--- config.mk ---
export PLATFORM = sky130hd
export DESIGN_NAME = magnetron_sequencer_flat
export DESIGN_NICKNAME = d
export VERILOG_FILES = /design/src/rtl/magnetron_sequencer_if.sv /design/src/rtl/magnetron_sequencer.sv /design/src/flat_wrapper.sv
export SDC_FILE = /design/constraint.sdc
export NUM_CORES = 1
export LEC_CHECK = 0
export ABC_AREA = 1
export CORE_ASPECT_RATIO = 0.5
export CORE_UTILIZATION = 45
export CTS_CLUSTER_SIZE = 10
export DETAILED_ROUTE_END_ITERATION = 16
export GPL_ROUTABILITY_DRIVEN = 0
export HOLD_SLACK_MARGIN = 0.15
export PLACE_DENSITY_LB_ADDON = 0.15
export SLEW_MARGIN = 10
export SYNTH_ARGS = -nofsm -noshare
export SYNTH_HDL_FRONTEND = slang
export SYNTH_SLANG_ARGS = --single-unit
--- constraint.sdc ---
create_clock -name clk -period 7.9 [get_ports clk]
set_input_delay 0.79 -clock clk [delete_from_list [all_inputs] [get_ports clk]]
set_output_delay 0.79 -clock clk [all_outputs]
set_load 0.01 [all_outputs]
--- src/rtl/magnetron_sequencer_if.sv ---
// Keypad, button and door inputs plus status outputs of the magnetron sequencer.
// The sequencer takes the slave modport; whoever drives the buttons takes the master.
interface magnetron_sequencer_if;
    logic        startn;
    logic        stopn;
    logic        clearn;
    logic        door_closed;
    logic        digit_valid;
    logic [3:0]  digit;
    logic        mag_on;
    logic [15:0] time_bcd;
    logic [2:0]  state;
    logic        done;
    logic        beep;

    modport master (
        output startn, stopn, clearn, door_closed, digit_valid, digit,
        input  mag_on, time_bcd, state, done, beep
    );

    modport slave (
        input  startn, stopn, clearn, door_closed, digit_valid, digit,
        output mag_on, time_bcd, state, done, beep
    );
endinterface

--- src/rtl/magnetron_sequencer.sv ---
// Microwave cooking sequencer: keypad MM:SS entry, 1 s BCD countdown, door/pause/+30 s control.
// Optional macro DONE_BEEP_EN: beep for BEEP_SECS seconds on entering DONE.
module magnetron_sequencer #(
    parameter int TICK_DIV  = 50000000,
    parameter int BEEP_SECS = 3
) (
    input logic                  clk,
    input logic                  rst,
    magnetron_sequencer_if.slave bus
);
    localparam int PRE_W = (TICK_DIV > 2) ? $clog2(TICK_DIV) : 1;

    typedef enum logic [2:0] {
        IDLE  = 3'd0,
        SETUP = 3'd1,
        COOK  = 3'd2,
        PAUSE = 3'd3,
        DONE  = 3'd4
    } state_e;

    state_e             state_q, state_d;
    logic [15:0]        time_q, time_d;
    logic [PRE_W-1:0]   pre_q, pre_d;
    logic [2:0]         btn_sync_q, btn_prev_q;
    logic               door_q;
    logic               ev_clear, ev_stop, ev_start;
    logic               door_fall, digit_ok, pre_run, tick;

    function automatic logic [7:0] to_bcd(input logic [7:0] v);
        return {4'(v / 8'd10), 4'(v % 8'd10)};
    endfunction

    // Borrowing BCD decrement; seconds tens above 5 simply count down through 9x.
    function automatic logic [15:0] bcd_dec(input logic [15:0] t);
        logic [3:0] mt, mo, st, so;
        {mt, mo, st, so} = t;
        if (so != 4'd0) begin
            so = so - 4'd1;
        end else if (st != 4'd0) begin
            st = st - 4'd1;
            so = 4'd9;
        end else begin
            st = 4'd5;
            so = 4'd9;
            if (mo != 4'd0) begin
                mo = mo - 4'd1;
            end else begin
                mt = mt - 4'd1;
                mo = 4'd9;
            end
        end
        return {mt, mo, st, so};
    endfunction

    // +30 s with seconds renormalised to 00-59 and saturation at 99:59.
    function automatic logic [15:0] bcd_add30(input logic [15:0] t);
        logic [7:0] secs, mins, carry;
        secs  = 8'(t[7:4]) * 8'd10 + 8'(t[3:0]) + 8'd30;
        carry = 8'd0;
        if (secs >= 8'd120) begin
            secs  = secs - 8'd120;
            carry = 8'd2;
        end else if (secs >= 8'd60) begin
            secs  = secs - 8'd60;
            carry = 8'd1;
        end
        mins = 8'(t[15:12]) * 8'd10 + 8'(t[11:8]) + carry;
        if (mins > 8'd99) begin
            return 16'h9959;
        end
        return {to_bcd(mins), to_bcd(secs)};
    endfunction

    assign ev_clear  = btn_prev_q[2] & ~btn_sync_q[2];
    assign ev_stop   = btn_prev_q[1] & ~btn_sync_q[1];
    assign ev_start  = btn_prev_q[0] & ~btn_sync_q[0];
    assign door_fall = door_q & ~bus.door_closed;
    assign digit_ok  = bus.digit_valid && (bus.digit <= 4'd9);

`ifdef DONE_BEEP_EN
    assign pre_run = (state_q == COOK) || (state_q == DONE);
`else
    assign pre_run = (state_q == COOK);
`endif
    assign tick = pre_run && (pre_q == PRE_W'(TICK_DIV - 1));

    always_comb begin
        state_d = state_q;
        time_d  = time_q;
        case (state_q)
            IDLE, SETUP: begin
                if (ev_clear || ev_stop) begin
                    state_d = IDLE;
                    time_d  = 16'h0000;
                end else if (ev_start) begin
                    if (bus.door_closed) begin
                        if (state_q == IDLE) begin
                            state_d = COOK;
                            time_d  = 16'h0030;
                        end else if (time_q != 16'h0000) begin
                            state_d = COOK;
                        end
                    end
                end else if (digit_ok) begin
                    state_d = SETUP;
                    time_d  = {time_q[11:0], bus.digit};
                end
            end
            COOK: begin
                if (ev_clear) begin
                    state_d = IDLE;
                    time_d  = 16'h0000;
                end else if (ev_stop || !bus.door_closed) begin
                    state_d = PAUSE;
                end else if (ev_start) begin
                    time_d = bcd_add30(time_q);
                end else if (tick) begin
                    time_d = bcd_dec(time_q);
                    if (time_d == 16'h0000) begin
                        state_d = DONE;
                    end
                end
            end
            PAUSE: begin
                if (ev_clear || ev_stop) begin
                    state_d = IDLE;
                    time_d  = 16'h0000;
                end else if (ev_start && bus.door_closed) begin
                    state_d = COOK;
                end
            end
            DONE: begin
                if (ev_clear || ev_stop || ev_start || door_fall) begin
                    state_d = IDLE;
                    time_d  = 16'h0000;
                end
            end
            default: begin
                state_d = IDLE;
                time_d  = 16'h0000;
            end
        endcase
    end

    always_comb begin
        pre_d = pre_q;
        if (state_d == COOK && state_q != COOK) begin
            pre_d = '0;
`ifdef DONE_BEEP_EN
        end else if (state_d == DONE && state_q != DONE) begin
            pre_d = '0;
`endif
        end else if (pre_run) begin
            pre_d = tick ? '0 : pre_q + 1'b1;
        end
    end

    always_ff @(posedge clk) begin
        if (rst) begin
            state_q    <= IDLE;
            time_q     <= 16'h0000;
            pre_q      <= '0;
            btn_sync_q <= 3'b111;
            btn_prev_q <= 3'b111;
            door_q     <= 1'b0;
        end else begin
            state_q    <= state_d;
            time_q     <= time_d;
            pre_q      <= pre_d;
            btn_sync_q <= {bus.clearn, bus.stopn, bus.startn};
            btn_prev_q <= btn_sync_q;
            door_q     <= bus.door_closed;
        end
    end

`ifdef DONE_BEEP_EN
    localparam int BEEP_W = (BEEP_SECS > 1) ? $clog2(BEEP_SECS) : 1;

    logic              beep_q, beep_d;
    logic [BEEP_W-1:0] beep_cnt_q, beep_cnt_d;

    // Counts completed seconds in DONE; the tone stops after the last one.
    always_comb begin
        beep_d     = beep_q;
        beep_cnt_d = beep_cnt_q;
        if (state_d == DONE && state_q != DONE) begin
            beep_d     = 1'b1;
            beep_cnt_d = '0;
        end else if (state_d != DONE) begin
            beep_d = 1'b0;
        end else if (beep_q && tick) begin
            if (beep_cnt_q == BEEP_W'(BEEP_SECS - 1)) begin
                beep_d = 1'b0;
            end else begin
                beep_cnt_d = beep_cnt_q + 1'b1;
            end
        end
    end

    always_ff @(posedge clk) begin
        if (rst) begin
            beep_q     <= 1'b0;
            beep_cnt_q <= '0;
        end else begin
            beep_q     <= beep_d;
            beep_cnt_q <= beep_cnt_d;
        end
    end

    assign bus.beep = beep_q;
`else
    // No tone in this build, whatever BEEP_SECS is set to.
    assign bus.beep = 1'b0 & (BEEP_SECS > 0);
`endif

    // Door is taken straight from the pin so an opening door kills the magnetron at once.
    assign bus.mag_on   = (state_q == COOK) & bus.door_closed;
    assign bus.time_bcd = time_q;
    assign bus.state    = state_q;
    assign bus.done     = (state_q == DONE);
endmodule

--- src/flat_wrapper.sv ---
// flat-port wrapper written by rule: the top's interface ports become plain ports
module magnetron_sequencer_flat 
#(
    parameter int TICK_DIV  = 50000000,
    parameter int BEEP_SECS = 3
)
  (clk, rst, bus_startn, bus_stopn, bus_clearn, bus_door_closed, bus_digit_valid, bus_digit, bus_mag_on, bus_time_bcd, bus_state, bus_done, bus_beep);
  magnetron_sequencer_if bus_i ();
  input logic clk;
  input logic rst;
  input wire logic [$bits(bus_i.startn)-1:0] bus_startn;
  input wire logic [$bits(bus_i.stopn)-1:0] bus_stopn;
  input wire logic [$bits(bus_i.clearn)-1:0] bus_clearn;
  input wire logic [$bits(bus_i.door_closed)-1:0] bus_door_closed;
  input wire logic [$bits(bus_i.digit_valid)-1:0] bus_digit_valid;
  input wire logic [$bits(bus_i.digit)-1:0] bus_digit;
  output wire logic [$bits(bus_i.mag_on)-1:0] bus_mag_on;
  output wire logic [$bits(bus_i.time_bcd)-1:0] bus_time_bcd;
  output wire logic [$bits(bus_i.state)-1:0] bus_state;
  output wire logic [$bits(bus_i.done)-1:0] bus_done;
  output wire logic [$bits(bus_i.beep)-1:0] bus_beep;
  assign bus_i.startn = bus_startn;
  assign bus_i.stopn = bus_stopn;
  assign bus_i.clearn = bus_clearn;
  assign bus_i.door_closed = bus_door_closed;
  assign bus_i.digit_valid = bus_digit_valid;
  assign bus_i.digit = bus_digit;
  assign bus_mag_on = bus_i.mag_on;
  assign bus_time_bcd = bus_i.time_bcd;
  assign bus_state = bus_i.state;
  assign bus_done = bus_i.done;
  assign bus_beep = bus_i.beep;
  magnetron_sequencer #(.TICK_DIV(TICK_DIV), .BEEP_SECS(BEEP_SECS)) u_core (.clk(clk), .rst(rst), .bus(bus_i));
endmodule
==> results.ini, run 1 <==
[place]
hpwl_um=8870
io_buffers=31

[route]
vias=4745
ant_nets=0
post-route-drc-count=0
dr.pass1.iters=5
drt_iter0_markers=256
vias_per_cell=5.17
wl_per_cell_um=12.3
drt-total-wl_um=11300

[worst_setup_path]
worst-path-buf-inv=1
worstPathMaxFanout=7
rrSetupSlack_ns=1.26
crit_top_cell=nand2_1
worstReg2RegEnd=u_core.bus.time_bcd[10]
worst-setup-path-type=reg -> reg
max_stage_delay_ns=0.50
critPathSlowestCell=fa_1
crit_arrival_ns=6.82
end_kind=flop
rr_worst_depth=38
regToRegStartpoint=u_core.bus.time_bcd[7]
startpoint_type=flop
critical-path-top-delay-family=simple AND/OR/NAND/NOR gates
critPathRequiredTime_ns=8.07

[clocking]
clk_path_buf_depth=2
cts.sinks=52
htree_num_levels=2
cts_root_buffer=clkbuf_16
post_cts_resized=0
cts_setup_buffers=0
clk_latency_ns=0.29
cts_buffers=5
clk_pin_slew_ns=0.07
cts_tree=built
cts_hold_buffers=0

[synthesis]
syn_inst=750
syn-num-nets=795
seq_area_frac_synth=0.219
synth-seq-cells=52
ys_warn_count=0
yosys.area.top_type=dfxtp_1
synth_top_area_frac=0.219
ys_types=51
avgSynthCellArea_um2=6.33
mappedNetlistArea_um2=4750
synth.area.top_cells=dfxtp_1, nand2_1, inv_1

[timing]
setup_violations=0
skew_ns=0.00520
slew_viol_final=0
relSlewSlack=0.384
fin_crit_sh=0.841
rsz0062_at_grt=false
period_needed_ns=6.64
finalSetupTns_ns=0
worstMarginPinSlew_ns=0.920
max_freq_mhz=151
finalHoldViolations=0

[floorplan]
start_util=0.464
rows=26
dieWidth_um=147
io_pins=33
die_h_um=74.7
dieArea_um2=11000
core_area_um2=10200

[finish]
antenna_cells=0
drive_gt1_frac=0.0823
nets=822
area_growth_pct=12.2
nFillCells=1037

[outcome]
status=complete, no violations

[grt]
grt_max_degree=22
grt_usage=0.217
grt-ovfl-total=0
grt_pass1_vias=4266
antenna_found_initial=0
grt_pass1_wl_um=19400

[job]
maxCapViolCount=0

[min_path]
hold_path_class=reg -> reg
worstHoldStart=u_core.btn_sync_q[1]
hold_depth=2
min_to=u_core.btn_prev_q[1]

[cells in the mapped netlist, drive strengths merged]
cell	count
a211oi	4
a21boi	1
a21o	1
a21oi	50
a221oi	5
a22oi	1
a31oi	4
a32oi	1
and2	1
and3b	1
buf	4
clkbuf	8
clkinv	2
conb	1
dfxtp	52
fa	5
ha	29
inv	119
nand2	183
nand3	62
nand3b	1
nand4	13
nor2	94
nor3	14
nor3b	3
nor4	9
o2111ai	1
o211ai	3
o21a	1
o21ai	35
o21bai	1
o221a	1
o221ai	2
o22ai	1
or2	6
xnor2	6
xor2	25
[per-layer routing]
| metal | vias up | global-route usage | share of wire |
|---|---|---|---|
| met2 | 92 | 0.376 | 0.45 |
| met1 | 2154 | 0.293 | 0.49 |
| met4 | 0 | 0.0504 | 0.0099 |
| li1 | 2489 | - | - |
| met5 | - | 0 | 0 |
| met3 | 10 | 0.0273 | 0.044 |
[sequential cells by signal, summed over array words and instances (netlist names)]
| name | count |
|---|---|
| u_core.bus.time_bcd | 16 |
| u_core.btn_prev_q | 3 |
| u_core.btn_sync_q | 3 |
| u_core.bus.state | 3 |
| u_core.door_q | 1 |
| u_core.pre_q | 26 |
[cells in the final DEF, fill, tap and decap left out, drive strengths merged, types with 9 or more instances in the layout]
cell / synthesis / final
a21oi: 50 / 50
clkdlybuf4s50: 0 / 31
dfxtp: 52 / 52
ha: 29 / 29
inv: 119 / 120
nand2: 183 / 183
nand3: 62 / 62
nand4: 13 / 13
nor2: 94 / 94
nor3: 14 / 14
nor4: 9 / 9
o21ai: 35 / 35
xor2: 25 / 25
[how the worst max path moves through the flow]
stage | start | endpoint | slack (ns) | cells past startpoint
floorplan | u_core.bus.time_bcd[7] | u_core.bus.time_bcd[10] | 1.84 | 38
global placement | u_core.bus.time_bcd[7] | u_core.bus.time_bcd[10] | 1.52 | 38
detailed placement | u_core.bus.time_bcd[7] | u_core.bus.time_bcd[10] | 1.30 | 38
CTS | u_core.bus.time_bcd[7] | u_core.bus.time_bcd[10] | 1.26 | 41
global route | u_core.bus.time_bcd[7] | u_core.bus.time_bcd[10] | 0.53 | 41
finish | u_core.bus.time_bcd[7] | u_core.bus.time_bcd[10] | 1.26 | 38
[area by class of cell]
cell class,count,area [µm²],share of cell area
clock buffer,6,129,0.0242
sequential,52,1040,0.195
clock inverter,2,13.8,0.00258
tap,140,175,0.0329
timing repair buffer,32,318,0.0596
inverter,121,457,0.0857
multi-input combinational,565,3200,0.600
[worst reg2reg max path, delay by kind of cell, from the launching register on]
| kind | cells | cell delay [ns] |
|---|---|---|
| AO/OA/AOI/OAI | 6 | 0.76 |
| AND/OR/NAND/NOR | 22 | 2.48 |
| XOR/XNOR | 2 | 0.39 |
| buffers and inverters | 1 | 0.06 |
| flip-flops | 1 | 0.46 |
| adder cells (fa/ha/maj) | 7 | 2.39 |
[metrics by stage]
stage | instance area (µm²) | util | setup WS, ns | hold slack, ns | std cells
finish | 5330 | 0.520 | 1.26 | 0.421 | 918
global route | 5330 | 0.520 | 0.534 | 0.458 | 918
CTS | 5330 | 0.520 | 1.26 | 0.419 | 918
detailed placement | 5190 | 0.506 | 1.30 | 0.402 | 910
global placement | 5190 | 0.506 | 1.52 | 0.399 | 910
floorplan | 4750 | - | 1.84 | 0.392 | 750
[cell families (layout without fill, tap and decap cells)]
group / after synthesis / count (layout) / share of synthesized area
other: 1 / 1 / 0.000789
AOI/OAI and AO/OA: 112 / 112 / 0.142
buffers and inverters: 133 / 161 / 0.108
DFF: 52 / 52 / 0.219
and+or+nand+nor: 387 / 387 / 0.374
adders and majority gates: 34 / 34 / 0.0974
xor gates and xnor gates: 31 / 31 / 0.0587
Power of run 1 is left out: the tool's default activity adds up to more than one toggle a clock period on the data nets, which glitch-free logic cannot reach.
==> run 2, diff against run 1 <==
==> constraint.sdc (replaced) <==
create_clock -name clk -period 6.3 [get_ports clk]
set_input_delay 0.63 -clock clk [delete_from_list [all_inputs] [get_ports clk]]
set_output_delay 0.63 -clock clk [all_outputs]
set_load 0.01 [all_outputs]
==> results.ini, run 2 (synthesized netlist as in run 1, its figures left out) <==
[floorplan]
start_util=0.464  ; unchanged
core_area_um2=10200  ; unchanged
dieWidth_um=147  ; unchanged
rows=26  ; unchanged
die_h_um=74.7  ; unchanged
dieArea_um2=11000  ; unchanged
io_pins=33  ; unchanged

[grt]
antenna_found_initial=0  ; unchanged
use_met3=0.0339  ; was 0.0273
grt_use_met1=0.286  ; was 0.293
grt.busiest_layer=met2  ; unchanged
grt_max_degree=22  ; unchanged
grt_pass1_vias=4305  ; was 4,266
grt_pass1_wl_um=19300  ; was 19,400 µm
grt_use_met2=0.375  ; was 0.376
grt-ovfl-total=0  ; unchanged
grt_usage=0.216  ; was 0.217

[finish]
antenna_cells=0  ; unchanged
nFillCells=1042  ; was 1,037
final_cell_mix=nand2_1, inv_1, nor2_1  ; unchanged
regMostFlops=u_core.pre_q  ; unchanged
layout_commonest_cell=nand2_1  ; unchanged
nets=841  ; was 822
multi_input_area_um2=3400  ; was 3200 µm²
area_growth_pct=19.7  ; was 12.2%
drive_gt1_frac=0.149  ; was 0.0823
final_cells=937  ; was 918
largest_register_ffs=26  ; unchanged
final_area_um2=5690  ; was 5330 µm²
seqCellArea_um2=1050  ; was 1040 µm²

[route]
drt-total-wl_um=11900  ; was 11,300 µm
wl_per_cell_um=12.8  ; was 12.3 µm
ant_nets=0  ; unchanged
vias_per_cell=5.16  ; was 5.17
dr.pass1.iters=5  ; unchanged
post-route-drc-count=0  ; unchanged
drt_iter0_markers=216  ; was 256
vias=4832  ; was 4,745

[outcome]
status=complete, no violations  ; unchanged

[worst_setup_path]
crit_arrival_ns=6.28  ; was 6.82 ns
end_kind=flop  ; unchanged
critPathRequiredTime_ns=6.48  ; was 8.07 ns
crit_top_cell=nand2_2  ; was nand2_1
startpoint_type=flop  ; unchanged
critPathSlowestCell=fa_2  ; was fa_1
worstPathMaxFanout=6  ; was 7
worst-setup-path-type=reg -> reg  ; unchanged
max_stage_delay_ns=0.50  ; about the same

[clocking]
cts_root_buffer=clkbuf_16  ; unchanged
cts_tree=built  ; unchanged
htree_num_levels=2  ; unchanged
clk_latency_ns=0.30  ; was 0.29 ns
clk_pin_slew_ns=0.07  ; about the same
cts.sinks=52  ; unchanged
clk_path_buf_depth=2  ; unchanged
cts_buffers=5  ; unchanged

[place]
io_buffers=31  ; unchanged
dp_cells=919  ; was 910
placed_cell_area_um2=5260  ; was 5190 µm²
post-place-ws_ns=-0.0985  ; was 1.30 ns
hpwl_um=8970  ; was 8870 µm

[timing]
slew_viol_final=0  ; unchanged
skew_ns=0.00629  ; was 0.00520 ns
max_freq_mhz=164  ; was 151 MHz
relSlewSlack=0.252  ; was 0.384
finalHoldViolations=0  ; unchanged
worstMarginPinSlew_ns=1.12  ; was 0.920 ns
setup_violations=0  ; unchanged
period_needed_ns=6.10  ; was 6.64 ns
holdWs_ns=0.417  ; was 0.421 ns
fin_crit_sh=0.968  ; was 0.841
fin_ws_ns=0.204  ; was 1.26 ns

[min_path]
hold_path_class=reg -> reg  ; unchanged

[job]
maxCapViolCount=0  ; unchanged

## run 2: stage by stage
| stage | util | setup TNS, ns |
|---|---|---|
| after global placement | 0.513 | 0 |
| final | 0.555 | 0 |
| after floorplan | - | 0 |
| after detailed placement | 0.513 | -0.249 |
| after CTS | 0.530 | 0 |
| after global routing | 0.555 | -0.291 |
## run 2: cell type report
class	count	share of cell area
multi-input cells	565	0.598
clock buffers	6	0.0227
inverters	121	0.0803
clock inverters	2	0.00242
repair buffers	51	0.0810
flip-flops and latches	52	0.184
well taps	140	0.0308
## run 2: final timing paths
path | startpoint | to | slack [ns] | cells past startpoint
min reg2reg | u_core.btn_sync_q[1] | u_core.btn_prev_q[1] | 0.42 | 2
max | u_core.bus.time_bcd[5] | u_core.bus.time_bcd[10] | 0.20 | 36
min | u_core.btn_sync_q[1] | u_core.btn_prev_q[1] | 0.42 | 2
max reg2reg | u_core.bus.time_bcd[5] | u_core.bus.time_bcd[10] | 0.20 | 36
## run 2: timing repair
action	in CTS	in global routing
buffers inserted	0	10
hold buffers	0	0
pin swaps	0	19
endpoints found under the setup margin	4	5
resized for setup	7	44
## run 2: routing by layer
metal | routed length [µm] | up-vias | share of wire
met5 | 0 | - | 0
met4 | 108 | 0 | 0.0090
met3 | 440 | 9 | 0.037
met2 | 5540 | 85 | 0.46
met1 | 5860 | 2216 | 0.49
li1 | - | 2522 | -
## run 2: worst max-delay path, delay by kind of cell (launching register included)
| family | cells | cell delay (ns) |
|---|---|---|
| XOR/XNOR | 3 | 0.51 |
| AND/OR/NAND/NOR | 15 | 1.55 |
| buffers and inverters | 4 | 0.28 |
| flip-flops | 1 | 0.39 |
| AO/OA/AOI/OAI | 7 | 0.95 |
| adder cells (fa/ha/maj) | 7 | 2.28 |
Power of run 2 is left out for the same reason.
